`src/rtl/fetch_pkg.sv`:
```
// fetch_pkg: fetch-stage state encoding and default reset PC
package fetch_pkg;
  typedef enum logic [1:0] {IDLE = 2'd0, WAIT = 2'd1, FULL = 2'd2, DRAIN = 2'd3} state_t;
  localparam int unsigned RESET_PC_DEFAULT = 0;
endpackage

```
`src/rtl/fetch_stage_pc_counter.sv`:
```
// pc_counter: program counter with priority load over increment
module pc_counter
  import fetch_pkg::*;
#(
  parameter int W = 8,
  parameter logic [W-1:0] RESET_PC = W'(RESET_PC_DEFAULT)
) (
  input  logic         clk,
  input  logic         rst,
  input  logic         load,
  input  logic         inc,
  input  logic [W-1:0] d,
  output logic [W-1:0] pc
);
  always_ff @(posedge clk or posedge rst)
    if (rst) pc <= RESET_PC;
    else if (load) pc <= d;
    else if (inc) pc <= pc + 1'b1;
endmodule

```
`src/rtl/fetch_stage.sv`:
```
// fetch_stage: single-outstanding instruction fetch with stall and redirect flush
module fetch_stage
  import fetch_pkg::*;
#(
  parameter int PC_WIDTH = 8,
  parameter int INSTR_WIDTH = 16,
  parameter logic [PC_WIDTH-1:0] RESET_PC = PC_WIDTH'(RESET_PC_DEFAULT)
) (
  input  logic                   clk,
  input  logic                   rst,
  output logic                   imem_req,
  output logic [PC_WIDTH-1:0]    imem_addr,
  input  logic                   imem_ack,
  input  logic [INSTR_WIDTH-1:0] imem_rdata,
  output logic                   if_valid,
  output logic [INSTR_WIDTH-1:0] if_instr,
  output logic [PC_WIDTH-1:0]    if_pc,
  input  logic                   id_ready,
  input  logic                   redirect_valid,
  input  logic [PC_WIDTH-1:0]    redirect_pc
);
  state_t state, state_n;
  logic [PC_WIDTH-1:0] pc, pc_next, req_addr, addr_n, ipc_n;
  logic [INSTR_WIDTH-1:0] instr_n;
  logic valid_n, inc;
  pc_counter #(.W(PC_WIDTH), .RESET_PC(RESET_PC)) u_pc (
    .clk(clk), .rst(rst), .load(redirect_valid), .inc(inc), .d(redirect_pc), .pc(pc)
  );
  assign pc_next = redirect_valid ? redirect_pc : pc;
  assign imem_req = (state == WAIT) || (state == DRAIN);
  assign imem_addr = req_addr;
  always_comb begin
    state_n = state;
    addr_n = req_addr;
    valid_n = if_valid;
    instr_n = if_instr;
    ipc_n = if_pc;
    inc = 1'b0;
    case (state)
      IDLE: begin
        state_n = WAIT;
        addr_n = pc_next;
      end
      WAIT:
        if (redirect_valid) begin
          state_n = imem_ack ? WAIT : DRAIN;
          addr_n = imem_ack ? redirect_pc : req_addr;
        end else if (imem_ack) begin
          state_n = FULL;
          instr_n = imem_rdata;
          ipc_n = req_addr;
          valid_n = 1'b1;
          inc = 1'b1;
        end
      DRAIN:
        if (imem_ack) begin
          state_n = WAIT;
          addr_n = pc_next;
        end
      FULL:
        if (redirect_valid || id_ready) begin
          state_n = WAIT;
          valid_n = 1'b0;
          addr_n = pc_next;
        end
    endcase
  end
  always_ff @(posedge clk or posedge rst)
    if (rst) begin
      state <= IDLE;
      req_addr <= '0;
      if_valid <= 1'b0;
      if_instr <= '0;
      if_pc <= '0;
    end else begin
      state <= state_n;
      req_addr <= addr_n;
      if_valid <= valid_n;
      if_instr <= instr_n;
      if_pc <= ipc_n;
    end
endmodule

```
`config.mk`:
```
export PLATFORM = sky130hd
export DESIGN_NAME = fetch_stage
export DESIGN_NICKNAME = d
export VERILOG_FILES = /design/src/rtl/fetch_pkg.sv /design/src/rtl/fetch_stage_pc_counter.sv /design/src/rtl/fetch_stage.sv
export SDC_FILE = /design/constraint.sdc
export NUM_CORES = 1
export LEC_CHECK = 0
export CORE_ASPECT_RATIO = 1.5
export CORE_MARGIN = 2
export CORE_UTILIZATION = 40
export CTS_CLUSTER_SIZE = 16
export DETAILED_ROUTE_END_ITERATION = 10
export PLACE_DENSITY = 0.7
export REMOVE_ABC_BUFFERS = 1
export SETUP_SLACK_MARGIN = 0.3
export SLEW_MARGIN = 0
export SYNTH_ARGS = -nofsm -noshare
export SYNTH_HDL_FRONTEND = slang
export SYNTH_SLANG_ARGS = --single-unit
```
`constraint.sdc`:
```
create_clock -name clk -period 1.88 [get_ports clk]
set_input_delay 0.188 -clock clk [delete_from_list [all_inputs] [get_ports clk]]
set_output_delay 0.188 -clock clk [all_outputs]
set_load 0.02 [all_outputs]
```
==> metrics.md, run 1 <==
| Metric | Value |
|---|---|
| Fraction of registers with async set/reset | `100%` |
| Worst setup path category | `reg2reg` |
| Worst-skew pair later-pin latency | `0.30 ns` |
| Via density | `5.37` |
| Worst Path Required | `2.11 ns` |
| Max-slew violation count | `0` |
| Synth area leaders | `dfrtp_1 54%, mux2_2 13%, a31oi_1 3.1%` |
| Largest net degree at the start of global routing | `30` |
| Peak supply drop | `470 uV` |
| Hold Path Class | `in2async` |
| Initial antenna violation count | `0` |
| Final GP Congestion | `0.835` |
| Post-DP HPWL | `3550 um` |
| Switching share of power | `31.4%` |
| Nets | `275` |
| Post-synth EDFFs | `0` |
| Switch Pwr | `1.12 mW` |
| Global-route wire length before repair | `7700 um` |
| Share of cells above drive strength 1 | `22.4%` |
| First-pass DRT Iterations | `4` |
| Power per cell area | `1190 nW/um^2` |
| Number of synthesized register bits | `43` |
| Clock skew | `0.00413 ns` |
| Leakage | `1.20 nW` |
| Synth Area in Compound Gates | `15.8%` |
| Drt wl/cell | `14.8 um` |
| Total core area | `4810 sq um` |
| Grt ovf | `0` |
| # diodes | `0` |
| Clock Path Buffers | `2` |
| Tot Pwr | `3.55 mW` |
| Cell Area, Synth | `2000 sq um` |
| Vias in the first global route | `1678` |
| FF-to-FF setup slack | `0.35 ns` |
| Most instantiated cells after synthesis | `43 x dfrtp_1, 24 x mux2_2, 12 x o21ai_0` |
| Register area | `1080 sq um` |
| Final setup viols | `0` |
| Number of warnings issued by yosys | `0` |
| Fmax | `656 MHz` |
| Sequential fraction of the synthesis area | `53.7%` |
| Synth Area in XOR/XNOR | `0.874%` |
| Number of hold buffers added after CTS | `0` |
| Syn Area/Cell | `11.6 sq um` |
| Library cells used by synthesis | `38` |
| Period utilisation layout | `81.1%` |
| Logic pwr share | `38.0%` |
| Antenna Nets Post-Route | `0` |
| MaxCap Viol Count | `0` |
| Critical Path Source Type | `flip-flop` |
| Reg2Reg Depth | `4` |
| CP Capture Point | `u_pc.pc[7]$_DFFE_PP0P_` |
| Share of power burned in registers | `37.9%` |
| PortBufs | `62` |
| Worst setup EP type | `flip-flop` |
| Critical path startpoint | `state[1]$_DFFE_PP0P_` |
| # fillers | `438` |
| Area delta synth->final | `48.5%` |
| Worst-path clk slew | `0.08 ns` |
| R2r startpoint | `state[1]$_DFFE_PP0P_` |
| Fin. Hold Viols | `0` |
| DR DRC count | `0` |
| Initial drt markers | `53` |
| Status | `completed` |
| Minimum clock period | `1.53 ns` |
| Post-synth top flop | `dfrtp_1` |
| Post-Syn Instances | `172` |
| H-tree depth | `2` |
| Top-count cell post-synth | `dfrtp_1` |
| Rel. slew slack | `63.0%` |
| Tightest Pin Transition | `0.551 ns` |
| DIE AREA | `5600 sq um` |
| Largest family of logic cells by synthesized area | `compound AO/OA/AOI/OAI gates` |
| CTS Buf Count | `5` |
| Synth Area in Adders | `0.625%` |
| Share of the synthesized area in the top cell type | `53.7%` |
| Synth Area in Simple Gates | `10.8%` |
| Share of total power in the clock network | `24.1%` |
| WHS | `0.178 ns` |
| Synth area leader | `dfrtp_1` |
| GRT Util Overall | `18.2%` |
| # clock sinks | `43` |
| Site Rows | `31` |
| Footprint of the multi-input gates | `848 sq um` |
| CTS tree | `yes` |
| RSZ-0062 raised after global routing | `yes` |
| Starting density of the core | `41.6%` |
| CP max FO | `9` |
| CTS root buf | `clkbuf_8` |
| Post-synthesis mux area share | `13.5%` |
| Die height | `90.7 um` |
| Worst Path Arrival | `1.76 ns` |
| IO Count | `63` |
| Pint | `2.43 mW` |
| Via count | `1674` |
| Final wirelength | `4630 um` |
| Die Wd | `61.8 um` |
| RR Endpoint | `u_pc.pc[7]$_DFFE_PP0P_` |
==> per-stage QoR <==
step | instances | setup WS, ns | setup TNS, ns | util [%] | cell area, sq um
after CTS | 310 | 0.294 | 0 | 61.4 | 2950
after detailed placement | 302 | 0.0408 | 0 | 58.5 | 2810
after floorplan | 157 | -2.30 | -63.73 | - | 1930
final | 312 | 0.355 | 0 | 61.9 | 2980
after global routing | 312 | 0.281 | 0 | 61.9 | 2980
after global placement | 302 | 0.0647 | 0 | 58.5 | 2810
==> cell usage in the layout (no fill, tap or decap), types with 3 or more instances in the layout <==
master / netlist / layout
nand4_1: 3 / 3
clkbuf_8: 0 / 5
dfrtp_1: 43 / 41
nand2_1: 7 / 7
buf_12: 0 / 3
nand3_1: 5 / 5
inv_1: 5 / 4
a31oi_1: 10 / 10
o21ai_0: 12 / 12
mux2_2: 24 / 24
clkdlybuf4s50_1: 0 / 61
buf_4: 2 / 14
o211ai_1: 6 / 6
a211oi_1: 8 / 8
nor2_1: 4 / 4
==> logic make-up after synthesis <==
kind of cell,Yosys count
AOI/OAI and AO/OA,46
xor gates and xnor gates,2
DFF,43
adders and majority gates,1
buffers and inverters,20
and+or+nand+nor,36
muxes,24
==> flip-flops by register name, summed over array words and instances (netlist names) <==
register   count
if_instr      16
if_pc          8
if_valid       1
imem_addr      8
state          2
u_pc.pc        8
==> worst max-delay path, cell delays in order (launching register included) <==
cell	delay, ns
dfrtp_2	0.45
nor4bb_4	0.28
buf_6	0.19
or4b_1	0.44
nand3_1	0.10
==> what timing repair did <==
action | in CTS | in global routing
endpoints found under the hold margin | 0 | 0
setup buffers | 0 | 2
setup endpoints to repair | 24 | 16
gates resized for setup | 2 | 3
==> power groups by stage <==
stage	clock, mW	combinational (mW)	sequential (mW)
floorplan	0	0.348	1.65
global placement	0	1.33	1.36
detailed placement	0	1.35	1.37
CTS	0.879	1.36	1.35
global route	0.914	1.45	1.39
finish	0.855	1.35	1.35
==> area by class of cell <==
type                       count  area share [%]
tap                           66            2.78
timing repair buffer          81            27.2
clock buffer                   5            2.31
multi-input combinational    109            28.5
clock inverter                 3            2.27
sequential                    43            36.2
inverter                       5           0.631
==> worst min-delay path by stage <==
| stage | from | end | slack [ns] | depth (start not counted) |
|---|---|---|---|---|
| 2_1_floorplan | imem_ack | state[1]$_DFFE_PP0P_ | 0.28 | 1 |
| 3_3_place_gp | if_instr[8]$_DFFE_PP0P_ | if_instr[8]$_DFFE_PP0P_ | 0.49 | 1 |
| 3_5_place_dp | if_valid$_DFFE_PP0P_ | if_valid$_DFFE_PP0P_ | 0.49 | 2 |
| 4_1_cts | rst | if_pc[3]$_DFFE_PP0P_ | 0.19 | 2 |
| 5_1_grt | rst | if_instr[8]$_DFFE_PP0P_ | 0.21 | 2 |
| 6_report | rst | if_instr[13]$_DFFE_PP0P_ | 0.18 | 2 |
==> per-layer routing <==
metal | vias up | GRT usage, % | wire [um]
met1 | 807 | 19.8 | 1810
met2 | 69 | 31.8 | 2370
met3 | 8 | 5.44 | 367
met4 | 0 | 6.21 | 89
li1 | 790 | - | -
met5 | - | 0 | 0
No activity file was read; power rests on OpenSTA's default activity.
==> inputs of run 2 (changes only) <==
- PLACE_DENSITY: 0.7 -> 0.73
- clock period: 1.88 -> 1.35 ns (I/O delays scaled with it)
==> metrics.md, run 2 (same netlist as run 1, synthesis figures left out) <==
| Metric | Value |
|---|---|
| RSZ-0062 raised after global routing | `yes` |
| Buf+Inv Stages, Crit Path | `2 (+1)` |
| H-tree depth | `2 (unchanged)` |
| Drt wl/cell | `15.2 um (+2.5%)` |
| Fin. Hold Viols | `0 (unchanged)` |
| Die Wd | `61.8 um (unchanged)` |
| Tightest Pin Transition | `0.299 ns (-0.251 ns)` |
| Worst stage delay on the critical path | `0.42 ns (-0.03 ns)` |
| Period utilisation layout | `111% (+30 points)` |
| Final wirelength | `4930 um (+6.5%)` |
| Vias in the first global route | `1672 (-0.36%)` |
| CP max FO | `14 (+5)` |
| Number of flip-flops in the largest register | `16 (unchanged)` |
| Die height | `90.7 um (unchanged)` |
| CP max stage cell | `dfrtp_1` |
| Minimum clock period | `1.49 ns (-0.0309 ns)` |
| Worst Path Arrival | `1.68 ns (-0.08 ns)` |
| # diodes | `0 (unchanged)` |
| Nets | `287 (+4.4%)` |
| Max-slew violation count | `0 (unchanged)` |
| Most common cell after layout, fill and taps aside | `dfrtp_1` |
| Final GP Congestion | `0.778 (-6.9%)` |
| Setup WS post-layout | `-0.144 ns (-0.499 ns)` |
| Fin Setup TNS | `-3.68 ns (-3.68 ns)` |
| Crit path max-delay family | `flip-flops` |
| Most frequent cells in the layout | `43 x dfrtp_1, 30 x buf_2, 28 x clkdlybuf4s50_1` |
| Power per cell area | `1560 nW/um^2 (+31%)` |
| Via count | `1707 (+2.0%)` |
| Rel. slew slack | `79.8% (+17 points)` |
| Starting density of the core | `41.6% (unchanged)` |
| MaxCap Viol Count | `0 (unchanged)` |
| Number of hold buffers added after CTS | `0 (unchanged)` |
| Total core area | `4810 sq um (unchanged)` |
| Antenna Nets Post-Route | `0 (unchanged)` |
| Share of cells above drive strength 1 | `44.2% (+22 points)` |
| Status | `finished with violations` |
| Worst-path clk slew | `0.08 ns (about the same)` |
| Top reg by flops | `if_instr` |
| Area delta synth->final | `51.8%` |
| Largest net degree at the start of global routing | `44 (+47%)` |
| First-pass DRT Iterations | `4 (unchanged)` |
| Logic pwr share | `38.6% (+0.6 points)` |
| Clock Path Buffers | `2 (unchanged)` |
| DIE AREA | `5600 sq um (unchanged)` |
| Worst setup EP type | `flip-flop` |
| Worst Path Required | `1.54 ns (-0.57 ns)` |
| Site Rows | `31 (unchanged)` |
| IO Count | `63 (unchanged)` |
| Initial drt markers | `96 (+81%)` |
| Cell chain of the critical path | `nor4bb_4 > buf_6 > buf_12 > mux2_2` |
| # clock sinks | `43 (unchanged)` |
| Dpl ws | `-0.440 ns (-0.481 ns)` |
| Switching share of power | `33.8% (+2.3 points)` |
| Initial antenna violation count | `0 (unchanged)` |
| Share of total power in the clock network | `21.8% (-2.3 points)` |
| Critical Path Source Type | `flip-flop` |
| Fmax | `669 MHz (+2.1%)` |
| Clock skew | `0.00364 ns (-0.000492 ns)` |
| CTS root buf | `clkbuf_8` |
| Peak supply drop | `505 uV (+7.4%)` |
| PortBufs | `62 (unchanged)` |
| Utilization after layout | `63.2% (+1.4 points)` |
| Worst-skew pair later-pin latency | `0.29 ns (about the same)` |
| Switch Pwr | `1.60 mW (+43%)` |
| Share of power burned in registers | `39.6% (+1.7 points)` |
| DR DRC count | `0 (unchanged)` |
| Hold Path Class | `in2async` |
| Final setup viols | `41 (+41)` |
| Global-route wire length before repair | `7850 um (+1.9%)` |
| Failing checks | `setup timing` |
| Worst setup path category | `reg2reg` |
| CTS Buf Count | `5 (unchanged)` |
| Via density | `5.27 (-1.8%)` |
| CTS tree | `yes` |
| Grt ovf | `0 (unchanged)` |
| Post-DP HPWL | `3410 um (-4.0%)` |
| Pint | `3.14 mW (+29%)` |
| GRT Util Overall | `18.2% (+0.038 points)` |
| Leakage | `1.32 nW (+10%)` |
[run 2: tightest hold or removal path: stages]
cell and delay (ns):
clkdlybuf4s50_1 0.41, inv_2 0.07, buf_12 0.23
[run 2: cell type report]
type | count | area [sq um]
clock buffer | 6 | 82.6
clock inverter | 2 | 35.0
fill | 421 | 1770
inverter | 5 | 22.5
multi-input combinational | 109 | 970
sequential | 43 | 1080
tap | 66 | 82.6
timing repair buffer | 93 | 772
[run 2: layer usage]
metal	global-route usage (%)	vias to the layer above	share of wire (%)
met5	0	-	0
met4	7.09	0	2.9
met3	4.44	14	6.5
met2	29.4	71	51
met1	22.6	810	39
li1	-	812	-
[run 2: what timing repair did]
action,CTS,global route
gates resized for setup,149,35
setup endpoints to repair,76,45
hold endpoints to repair,0,0
pin swaps,1,1
setup buffers,2,3
[run 2: power by group through the flow]
stage               registers, mW  clock network [mW]  logic, mW
floorplan                    2.29                   0      0.484
global placement             1.87                   0       1.89
detailed placement           1.89                   0       1.92
CTS                          1.86                1.06       1.68
global route                 1.92                1.12       1.95
finish                       1.87                1.03       1.83
[run 2: metrics by stage]
stage | instances | hold WS (ns) | area (sq um) | total power, mW
after floorplan | 157 | 0.231 | 1930 | 2.78
after CTS | 321 | 0.190 | 2890 | 4.59
after global placement | 311 | 0.488 | 2880 | 3.76
final | 324 | 0.182 | 3040 | 4.73
after detailed placement | 311 | 0.491 | 2880 | 3.81
after global routing | 324 | 0.204 | 3040 | 5.00
[run 2: final timing paths]
path / start / to / slack [ns] / cells after the start
max: state[1]$_DFFE_PP0P_ / if_instr[13]$_DFFE_PP0P_ / -0.14 / 4
min: rst / if_instr[4]$_DFFE_PP0P_ / 0.18 / 3
max reg2reg: state[1]$_DFFE_PP0P_ / if_instr[13]$_DFFE_PP0P_ / -0.14 / 4
min reg2reg: if_valid$_DFFE_PP0P_ / if_valid$_DFFE_PP0P_ / 0.50 / 2
max in group asynchronous: rst / if_instr[3]$_DFFE_PP0P_ / 0.97 / 3
min in group clk: redirect_pc[3] / u_pc.pc[3]$_DFFE_PP0P_ / 0.44 / 3
==> inputs of run 3 (changes only) <==
- PLACE_DENSITY: 0.73 -> default
- PLACE_DENSITY_LB_ADDON: default -> 0.3
==> metrics.md, run 3 (same netlist as run 1, synthesis figures left out) <==
| Metric | Value |
|---|---|
| Top Layer Used | `met4` |
| Initial antenna violation count | `0 (unchanged)` |
| Total core area | `4810 sq um (unchanged)` |
| Most common cell after layout, fill and taps aside | `dfrtp_1` |
| # fillers | `412 (-2.1%)` |
| Worst Path Arrival | `1.74 ns (+0.06 ns)` |
| Worst setup EP type | `flip-flop` |
| RSZ-0062 raised after global routing | `yes` |
| GRT Util Overall | `19.2% (+0.99 points)` |
| Vias in the first global route | `1761 (+5.3%)` |
| Site Rows | `31 (unchanged)` |
| Crit path max-delay family | `flip-flops` |
| Finished Layout Cells | `327 (+0.93%)` |
| Die Wd | `61.8 um (unchanged)` |
| Final wirelength | `5430 um (+10%)` |
| Worst-skew pair later-pin latency | `0.30 ns (about the same)` |
| PortBufs | `62 (unchanged)` |
| Status | `finished with violations` |
| Area delta synth->final | `55.8%` |
| Setup WS post-layout | `-0.213 ns (-0.0690 ns)` |
| IO Count | `63 (unchanged)` |
| Max-slew violation count | `0 (unchanged)` |
| H-tree depth | `2 (unchanged)` |
| Final GP Congestion | `0.867 (+11%)` |
| CTS root buf | `clkbuf_8` |
| Post-DP HPWL | `3570 um (+4.5%)` |
| CTS tree | `yes` |
| Buf+Inv Stages, Crit Path | `2 (unchanged)` |
| Power per cell area | `1560 nW/um^2 (+0.48%)` |
| CTS Buf Count | `5 (unchanged)` |
| Via density | `5.40 (+2.6%)` |
| Worst-path clk slew | `0.08 ns (about the same)` |
| Starting density of the core | `41.6% (unchanged)` |
| CP max FO | `6 (-8)` |
| Global-route wire length before repair | `8100 um (+3.3%)` |
| Worst stage delay on the critical path | `0.44 ns (+0.02 ns)` |
| Fin. Hold Viols | `0 (unchanged)` |
| CP Depth | `4 (unchanged)` |
| Minimum clock period | `1.56 ns (+0.0690 ns)` |
| Failing checks | `setup timing` |
| Initial drt markers | `57 (-41%)` |
| Share of cells above drive strength 1 | `44.8% (+0.64 points)` |
| Peak supply drop | `779 uV (+54%)` |
| Nets | `290 (+1.0%)` |
| Most frequent cells in the layout | `41 x dfrtp_1, 32 x buf_2, 28 x clkdlybuf4s50_1` |
| CP max stage cell | `dfrtp_2` |
| Routed wl met3 | `353 um (+10%)` |
| Die height | `90.7 um (unchanged)` |
| Cell chain of the critical path | `nor4bb_4 > buf_6 > buf_12 > mux2_2` |
| Largest net degree at the start of global routing | `24 (-45%)` |
| Top reg by flops | `if_instr` |
| # clock sinks | `43 (unchanged)` |
| First-pass DRT Iterations | `4 (unchanged)` |
| Hold Path Class | `in2async` |
| Fmax | `640 MHz (-4.4%)` |
| Clock skew | `0.00674 ns (+0.00311 ns)` |
| Final setup viols | `41 (unchanged)` |
| Reg2Reg Depth | `4 (unchanged)` |
| Number of hold buffers added after CTS | `0 (unchanged)` |
| Via count | `1767 (+3.5%)` |
| Antenna Nets Post-Route | `0 (unchanged)` |
| Tightest Pin Transition | `0.465 ns (+0.166 ns)` |
| Period utilisation layout | `116% (+5.1 points)` |
| Clock Path Buffers | `2 (unchanged)` |
| # diodes | `0 (unchanged)` |
| Grt ovf | `0 (unchanged)` |
| Worst Path Required | `1.53 ns (about the same)` |
| Routed length on met2 | `2760 um (+9.5%)` |
| Worst setup path category | `reg2reg` |
| MaxCap Viol Count | `0 (unchanged)` |
| Dpl ws | `-0.462 ns (-0.0220 ns)` |
| Critical Path Source Type | `flip-flop` |
| DIE AREA | `5600 sq um (unchanged)` |
| DR DRC count | `0 (unchanged)` |
| Drt wl/cell | `16.6 um (+9.1%)` |
| Placed insts | `312 (+0.32%)` |
| Rel. slew slack | `68.8% (-11 points)` |
| Leakage | `1.36 nW (+3.0%)` |
| Number of flip-flops in the largest register | `16 (unchanged)` |
| M1 WL | `2180 um (+12%)` |
## run 3: final timing paths
path / from / end / slack, ns
worst max-delay path: state[1]$_DFFE_PP0P_ / if_instr[4]$_DFFE_PP0P_ / -0.21
worst min-delay path: rst / if_pc[7]$_DFFE_PP0P_ / 0.11
worst max register to register: state[1]$_DFFE_PP0P_ / if_instr[4]$_DFFE_PP0P_ / -0.21
worst min register to register: if_instr[2]$_DFFE_PP0P_ / if_instr[2]$_DFFE_PP0P_ / 0.50
max in group asynchronous: rst / state[0]$_DFFE_PP0P_ / 0.81
min in group clk: redirect_pc[2] / u_pc.pc[2]$_DFFE_PP0P_ / 0.42
## run 3: worst reg2reg max path: cells and delay by family, from the launching register on
kind                   cells  cell delay (ns)
multiplexers               1             0.33
AND/OR/NAND/NOR            1             0.35
flip-flops                 1             0.44
buffers and inverters      2             0.33
## run 3: per-stage QoR
stage | instance area, sq um | power (mW) | hold WS (ns) | TNS (ns) | util (%)
after detailed placement | 2870 | 3.81 | 0.420 | -15.96 | 59.8
after global routing | 3120 | 5.15 | 0.119 | -9.26 | 64.9
final | 3120 | 4.88 | 0.107 | -6.63 | 64.9
after CTS | 2980 | 4.77 | 0.112 | -6.14 | 61.9
after floorplan | 1930 | 2.78 | 0.231 | -80.14 | -
after global placement | 2870 | 3.76 | 0.427 | -15.69 | 59.8
## run 3: area by class of cell
type / count / area [sq um] / share of cell area (%)
Clock buffer: 6 / 72.6 / 2.33
Clock inverter: 2 / 60.1 / 1.92
Inverter: 5 / 18.8 / 0.601
Multi-Input combinational cell: 109 / 980 / 31.4
Sequential cell: 43 / 1080 / 34.6
Tap cell: 66 / 82.6 / 2.65
Timing Repair Buffer: 96 / 828 / 26.5
## run 3: report_power, final
group / switching (mW) / internal [mW] / leakage, nW
Combinational: 0.948 / 0.880 / 0.803
Clock: 0.439 / 0.739 / 0.0654
Sequential: 0.229 / 1.65 / 0.494
Total: 1.62 / 3.27 / 1.36
## run 3: metal layers
layer	GRT usage, %	vias to the layer above
li1	-	819
met1	21.8	860
met2	33.4	76
met3	3.72	12
met4	7.62	0
met5	0	-
## run 3: repair_timing
action                                  in CTS  in global routing
endpoints found under the setup margin      77                 45
gates cloned                                 1                  2
gates resized for setup                    168                 22
setup buffers                                3                  1
pin swaps                                    7                  5
